`config.mk`:
```
export PLATFORM = sky130hd
export DESIGN_NAME = exit_zone_detector_flat
export DESIGN_NICKNAME = d
export VERILOG_FILES = /design/src/rtl/exit_zone_detector_if.sv /design/src/rtl/exit_zone_detector.sv /design/src/flat_wrapper.sv
export SDC_FILE = /design/constraint.sdc
export NUM_CORES = 1
export LEC_CHECK = 0
export CORE_MARGIN = 5
export CORE_UTILIZATION = 40
export CTS_BUF_LIST = sky130_fd_sc_hd__clkbuf_4 sky130_fd_sc_hd__clkbuf_8
export DETAILED_ROUTE_END_ITERATION = 8
export PLACE_DENSITY_LB_ADDON = 0.2
export SYNTH_ARGS = -nofsm -noshare
export SYNTH_HDL_FRONTEND = slang
export SYNTH_SLANG_ARGS = --single-unit
```
`constraint.sdc`:
```
create_clock -name vga_clk -period 4.47 [get_ports vga_clk]
set_input_delay 0.894 -clock vga_clk [delete_from_list [all_inputs] [get_ports vga_clk]]
set_output_delay 0.894 -clock vga_clk [all_outputs]
set_load 0.02 [all_outputs]
```
`src/rtl/exit_zone_detector_if.sv`:
```
// Frame-rate position/keyboard inputs and the zone/start outputs of the exit zone detector.
// master drives the inputs; slave is the detector.
interface exit_zone_detector_if;
  logic       frame_tick;
  logic       enable;
  logic [9:0] player_x;
  logic [9:0] player_y;
  logic [7:0] keycode;
  logic [1:0] zone_code;
  logic       zone_change;
  logic       start_pulse;

  modport master (
    output frame_tick, enable, player_x, player_y, keycode,
    input  zone_code, zone_change, start_pulse
  );

  modport slave (
    input  frame_tick, enable, player_x, player_y, keycode,
    output zone_code, zone_change, start_pulse
  );
endinterface

```
`src/rtl/exit_zone_detector.sv`:
```
// Filters per-frame screen-edge exits into a stable zone code (dwell to lock, release to unlock)
// and turns the Enter keycode rising edge into a one-cycle start pulse.
module exit_zone_detector #(
  parameter int unsigned LEFT_EDGE      = 16,
  parameter int unsigned RIGHT_EDGE     = 623,
  parameter int unsigned TOP_EDGE       = 16,
  parameter int unsigned HYST           = 8,
  parameter int unsigned DWELL_FRAMES   = 4,
  parameter int unsigned RELEASE_FRAMES = 2
) (
  input  logic vga_clk,
  input  logic Reset,
  exit_zone_detector_if.slave bus
);

  typedef enum logic [1:0] {IDLE, ARM, LOCKED, REL} state_t;

  localparam logic [1:0]  ZONE_NONE  = 2'b00;
  localparam logic [1:0]  ZONE_LEFT  = 2'b01;
  localparam logic [1:0]  ZONE_RIGHT = 2'b10;
  localparam logic [1:0]  ZONE_UP    = 2'b11;
  localparam logic [7:0]  KEY_ENTER  = 8'h28;

  // 11-bit limits so edge +/- HYST cannot overflow the 10-bit coordinates.
  localparam logic [10:0] LEFT_LIM    = 11'(LEFT_EDGE);
  localparam logic [10:0] LEFT_LIM_H  = 11'(LEFT_EDGE + HYST);
  localparam logic [10:0] RIGHT_LIM   = 11'(RIGHT_EDGE);
  localparam logic [10:0] RIGHT_LIM_H = 11'(RIGHT_EDGE - HYST);
  localparam logic [10:0] TOP_LIM     = 11'(TOP_EDGE);
  localparam logic [10:0] TOP_LIM_H   = 11'(TOP_EDGE + HYST);
  localparam logic [7:0]  DWELL_CNT   = 8'(DWELL_FRAMES);
  localparam logic [7:0]  REL_CNT     = 8'(RELEASE_FRAMES);

  state_t     state_q, state_d;
  logic [1:0] zone_q, zone_d;
  logic [1:0] pend_q, pend_d;
  logic [7:0] cnt_q, cnt_d;
  logic       change_q, change_d;
  logic       start_q, start_d;
  logic [7:0] key_prev_q;

  logic [10:0] x_w, y_w;
  logic        relax;
  logic [1:0]  cand;
  logic [7:0]  cnt_inc;

  assign x_w     = {1'b0, bus.player_x};
  assign y_w     = {1'b0, bus.player_y};
  assign cnt_inc = cnt_q + 8'd1;

  always_comb begin
    relax = (state_q == LOCKED) || (state_q == REL);
    cand  = ZONE_NONE;
    if (x_w <= ((relax && zone_q == ZONE_LEFT) ? LEFT_LIM_H : LEFT_LIM)) begin
      cand = ZONE_LEFT;
    end else if (x_w >= ((relax && zone_q == ZONE_RIGHT) ? RIGHT_LIM_H : RIGHT_LIM)) begin
      cand = ZONE_RIGHT;
    end else if (y_w <= ((relax && zone_q == ZONE_UP) ? TOP_LIM_H : TOP_LIM)) begin
      cand = ZONE_UP;
    end
  end

  always_comb begin
    state_d = state_q;
    zone_d  = zone_q;
    pend_d  = pend_q;
    cnt_d   = cnt_q;
    if (!bus.enable) begin
      state_d = IDLE;
      zone_d  = ZONE_NONE;
      pend_d  = ZONE_NONE;
      cnt_d   = 8'd0;
    end else if (bus.frame_tick) begin
      case (state_q)
        IDLE: begin
          if (cand != ZONE_NONE) begin
            if (DWELL_CNT == 8'd1) begin
              zone_d  = cand;
              state_d = LOCKED;
            end else begin
              pend_d  = cand;
              cnt_d   = 8'd1;
              state_d = ARM;
            end
          end
        end
        ARM: begin
          if (cand == pend_q) begin
            if (cnt_inc == DWELL_CNT) begin
              zone_d  = pend_q;
              cnt_d   = 8'd0;
              state_d = LOCKED;
            end else begin
              cnt_d = cnt_inc;
            end
          end else if (cand == ZONE_NONE) begin
            cnt_d   = 8'd0;
            state_d = IDLE;
          end else begin
            pend_d = cand;
            cnt_d  = 8'd1;
          end
        end
        LOCKED: begin
          if (cand != zone_q) begin
            if (REL_CNT == 8'd1) begin
              zone_d  = ZONE_NONE;
              state_d = IDLE;
            end else begin
              cnt_d   = 8'd1;
              state_d = REL;
            end
          end
        end
        default: begin // REL
          if (cand == zone_q) begin
            cnt_d   = 8'd0;
            state_d = LOCKED;
          end else if (cnt_inc == REL_CNT) begin
            zone_d  = ZONE_NONE;
            cnt_d   = 8'd0;
            state_d = IDLE;
          end else begin
            cnt_d = cnt_inc;
          end
        end
      endcase
    end
    change_d = (zone_d != zone_q);
    start_d  = (bus.keycode == KEY_ENTER) && (key_prev_q != KEY_ENTER);
  end

  always_ff @(posedge vga_clk) begin
    if (Reset) begin
      state_q    <= IDLE;
      zone_q     <= ZONE_NONE;
      pend_q     <= ZONE_NONE;
      cnt_q      <= 8'd0;
      change_q   <= 1'b0;
      start_q    <= 1'b0;
      key_prev_q <= KEY_ENTER;
    end else begin
      state_q    <= state_d;
      zone_q     <= zone_d;
      pend_q     <= pend_d;
      cnt_q      <= cnt_d;
      change_q   <= change_d;
      start_q    <= start_d;
      key_prev_q <= bus.keycode;
    end
  end

  assign bus.zone_code   = zone_q;
  assign bus.zone_change = change_q;
  assign bus.start_pulse = start_q;

endmodule

```
`src/flat_wrapper.sv`:
```
// flat-port wrapper written by rule: the top's interface ports become plain ports
module exit_zone_detector_flat 
#(
  parameter int unsigned LEFT_EDGE      = 16,
  parameter int unsigned RIGHT_EDGE     = 623,
  parameter int unsigned TOP_EDGE       = 16,
  parameter int unsigned HYST           = 8,
  parameter int unsigned DWELL_FRAMES   = 4,
  parameter int unsigned RELEASE_FRAMES = 2
)
  (vga_clk, Reset, bus_frame_tick, bus_enable, bus_player_x, bus_player_y, bus_keycode, bus_zone_code, bus_zone_change, bus_start_pulse);
  exit_zone_detector_if bus_i ();
  input  logic vga_clk;
  input  logic Reset;
  input wire logic [$bits(bus_i.frame_tick)-1:0] bus_frame_tick;
  input wire logic [$bits(bus_i.enable)-1:0] bus_enable;
  input wire logic [$bits(bus_i.player_x)-1:0] bus_player_x;
  input wire logic [$bits(bus_i.player_y)-1:0] bus_player_y;
  input wire logic [$bits(bus_i.keycode)-1:0] bus_keycode;
  output wire logic [$bits(bus_i.zone_code)-1:0] bus_zone_code;
  output wire logic [$bits(bus_i.zone_change)-1:0] bus_zone_change;
  output wire logic [$bits(bus_i.start_pulse)-1:0] bus_start_pulse;
  assign bus_i.frame_tick = bus_frame_tick;
  assign bus_i.enable = bus_enable;
  assign bus_i.player_x = bus_player_x;
  assign bus_i.player_y = bus_player_y;
  assign bus_i.keycode = bus_keycode;
  assign bus_zone_code = bus_i.zone_code;
  assign bus_zone_change = bus_i.zone_change;
  assign bus_start_pulse = bus_i.start_pulse;
  exit_zone_detector #(.LEFT_EDGE(LEFT_EDGE), .RIGHT_EDGE(RIGHT_EDGE), .TOP_EDGE(TOP_EDGE), .HYST(HYST), .DWELL_FRAMES(DWELL_FRAMES), .RELEASE_FRAMES(RELEASE_FRAMES)) u_core (.vga_clk(vga_clk), .Reset(Reset), .bus(bus_i));
endmodule
```
==> flow_metrics.py <==
metrics = {
    "status": {
        "outcome": "finished clean",
    },
    "cts": {
        "ctsResizeCount": 0,
        "path_clk_slew_ns": 0.08,
        "clkLatencyLatePin_ns": 0.27,
        "holdBufCountCts": 0,
        "cts_tree": "built",
        "numCtsBuffers": 3,
        "cts-htree-levels": 1,
        "cts_root_buf": "clkbuf_8",
        "cts_buffer_depth": 2,
        "cts_num_sinks": 24,
        "postCtsSetupRepairBufs": 0,
    },
    "layout": {
        "antenna_cells": 0,
        "final_core_utilization": 0.509,
        "layout-drive-gt1-share": 0.138,
        "nNetsFinal": 270,
        "finalNonFillerCells": 284,
        "synthToLayoutAreaGrowth_pct": 25.0,
    },
    "synthesis": {
        "yosysSeqAreaShare": 0.273,
        "ys.flop_type": "dfxtp_1",
        "async_flop_share": 0,
        "syn_area_um2": 1760,
        "avgSynthCellArea_um2": 8.72,
        "synth_warnings": 0,
        "ys_seq_elements": 24,
        "syn_inst": 202,
        "synth_nets": 239,
        "synth_edf_count": 0,
        "yosysUniqueCellTypes": 62,
    },
    "floorplan": {
        "row_count": 24,
        "die_area_um2": 5830,
        "die_h_um": 76.3,
        "initial_core_util": 0.407,
        "io_pins": 36,
        "coreArea_um2": 4320,
        "die_w_um": 76.3,
    },
    "global_route": {
        "grt_overflow": 0,
        "grt_usage": 0.132,
        "antenna_found_initial": 0,
        "grt_pass1_wl_um": 6650,
        "grt_pass1_vias": 1502,
        "grt_max_degree": 15,
    },
    "routing": {
        "via_per_inst": 5.68,
        "drt_iter0_markers": 84,
        "drcViolationCount": 0,
        "wl_per_cell_um": 13.7,
        "routed_wl_um": 3880,
        "first_pass_iters": 4,
        "via_count": 1614,
        "ant_nets": 0,
    },
    "setup_path": {
        "crit_fanout": 11,
        "worst-r2r-setup-slack_ns": 1.31,
        "end_kind": "register",
        "startpoint": "bus_player_x[3]",
        "critPathRequiredTime_ns": 4.60,
        "reg2reg_depth": 11,
        "crit_path_end": "u_core.pend_q[1]",
        "rr_startpoint": "u_core.bus.zone_code[0]",
        "crit_path_start_kind": "primary input",
        "arrival_ns": 3.54,
        "r2r-end": "u_core.pend_q[1]",
        "path_class": "in -> reg",
    },
    "worst_hold_path": {
        "hold_class": "reg -> reg",
    },
    "power": {
        "leakage_nw": 0.759,
        "ir_worst_vdd_mv": 0.176,
        "p_per_area_nw_per_um2": 225,
    },
    "sta": {
        "final_hold_viol_count": 0,
        "finalMaxSlewViolations": 0,
        "tns_ns": 0,
        "period_share": 0.763,
        "tightest_slew_ns": 0.608,
        "fmax_mhz": 293,
        "max_slew_margin": 0.591,
        "finalCriticalPeriod_ns": 3.41,
        "rsz0062_at_grt": "no",
        "setup_viol": 0,
        "skew_ns": 0.00710,
    },
    "place": {
        "hpwl_um": 3120,
        "routabilityCongestion": 0.813,
        "portBuffers": 35,
        "dp.cells": 280,
    },
    "run": {
        "drv_cap": 0,
    },
}
==> per-layer routing <==
layer,global-route usage,vias up,part of all wire
li1,-,822,-
met1,0.166,759,0.45
met2,0.234,31,0.50
met3,0.0248,2,0.037
met4,0.0262,0,0.0075
met5,0,-,0
==> layout by cell type, fill, tap and decap left out, types with 3 or more instances in the layout <==
cell type        synthesis  final
clkdlybuf4s50_1          0     35
dfxtp_1                 24     24
nor2_1                  15     15
nand2_1                 13     13
inv_1                   10     10
nand3_1                  9      9
nor2b_1                  9      9
nand2b_1                 8      8
and3_1                   7      7
a21oi_1                  7      7
a32oi_1                  5      5
ha_1                     5      5
nand4_1                  4      4
mux2i_1                  4      4
nor3_1                   3      3
o211ai_1                 3      3
o21ai_2                  3      3
or3_1                    3      3
o21ai_0                  3      3
nor4_1                   3      3
nor4b_1                  3      3
clkbuf_8                 0      3
==> how the worst min path moves through the flow <==
stage	startpoint	to	depth (start not counted)
2_1_floorplan	u_core.cnt_q[1]	u_core.cnt_q[1]	2
3_5_place_dp	u_core.cnt_q[7]	u_core.cnt_q[7]	1
4_1_cts	u_core.cnt_q[7]	u_core.cnt_q[7]	1
6_report	u_core.cnt_q[7]	u_core.cnt_q[7]	1
5_1_grt	u_core.cnt_q[5]	u_core.cnt_q[5]	1
3_3_place_gp	u_core.cnt_q[7]	u_core.cnt_q[7]	1
==> area by class of cell <==
| type | instances | area (µm²) |
|---|---|---|
| Clock buffer | 3 | 41.3 |
| Clock inverter | 1 | 30.0 |
| Fill cell | 439 | 2120 |
| Inverter | 11 | 41.3 |
| Multi-Input combinational cell | 157 | 1180 |
| Sequential cell | 24 | 480 |
| Tap cell | 52 | 65.1 |
| Timing Repair Buffer | 36 | 358 |
==> registers in the layout (all words and copies together) (netlist names) <==
| signal | flops |
|---|---|
| u_core.bus.zone_change | 1 |
| u_core.pend_q | 2 |
| u_core.key_prev_q | 8 |
| u_core.bus.start_pulse | 1 |
| u_core.state_q | 2 |
| u_core.cnt_q | 8 |
| u_core.bus.zone_code | 2 |
==> per-stage QoR <==
stage | cell area, µm² | setup slack (ns) | hold slack, ns | total power, mW
2_1_floorplan | 1760 | 1.53 | 0.478 | 0.275
3_3_place_gp | 2130 | 0.826 | 0.503 | 0.313
3_5_place_dp | 2130 | 0.758 | 0.517 | 0.313
4_1_cts | 2200 | 1.05 | 0.529 | 0.501
5_1_grt | 2200 | 0.858 | 0.573 | 0.517
6_report | 2200 | 1.06 | 0.533 | 0.496
==> synthesized netlist by cell type (3+ instances only) <==
cell	instances	area share
mux2i_1	4	0.023
nand2_1	13	0.028
nor2b_1	9	0.032
inv_1	10	0.021
a32oi_1	5	0.025
nor2_1	15	0.032
ha_1	5	0.036
or3_1	3	0.011
o21ai_0	3	0.0085
nand3_1	9	0.026
o211ai_1	3	0.013
o21ai_2	3	0.015
nor3_1	3	0.0085
nor4_1	3	0.011
nand2b_1	8	0.028
dfxtp_1	24	0.27
nand4_1	4	0.014
clkbuf_1	6	0.013
and3_1	7	0.025
nor4b_1	3	0.015
a21oi_1	7	0.020
==> cells by family after synthesis <==
| logic type | count (synthesis) | synth area share |
|---|---|---|
| buffers and inverters | 21 | 0.0540 |
| AO/OA/AOI/OAI | 53 | 0.274 |
| AND/OR/NAND/NOR | 94 | 0.332 |
| flip-flops | 24 | 0.273 |
| multiplexers | 5 | 0.0313 |
| adder cells (fa/ha/maj) | 5 | 0.0355 |
==> report_power, final <==
group          switching (mW)  internal [mW]
combinational          0.0398         0.0465
sequential            0.00285          0.219
clock                  0.0684          0.120
total                   0.111          0.385
==> worst max-delay path: stages <==
cell	delay, ns
clkdlybuf4s50_1	0.49
inv_1	0.05
ha_1	0.27
nor4b_4	0.27
o311ai_4	0.17
and2_1	0.20
a31o_1	0.24
a2bb2oi_2	0.43
o211a_1	0.28
mux2i_1	0.20
nor2_1	0.06
(Power assumes the default switching activity.)
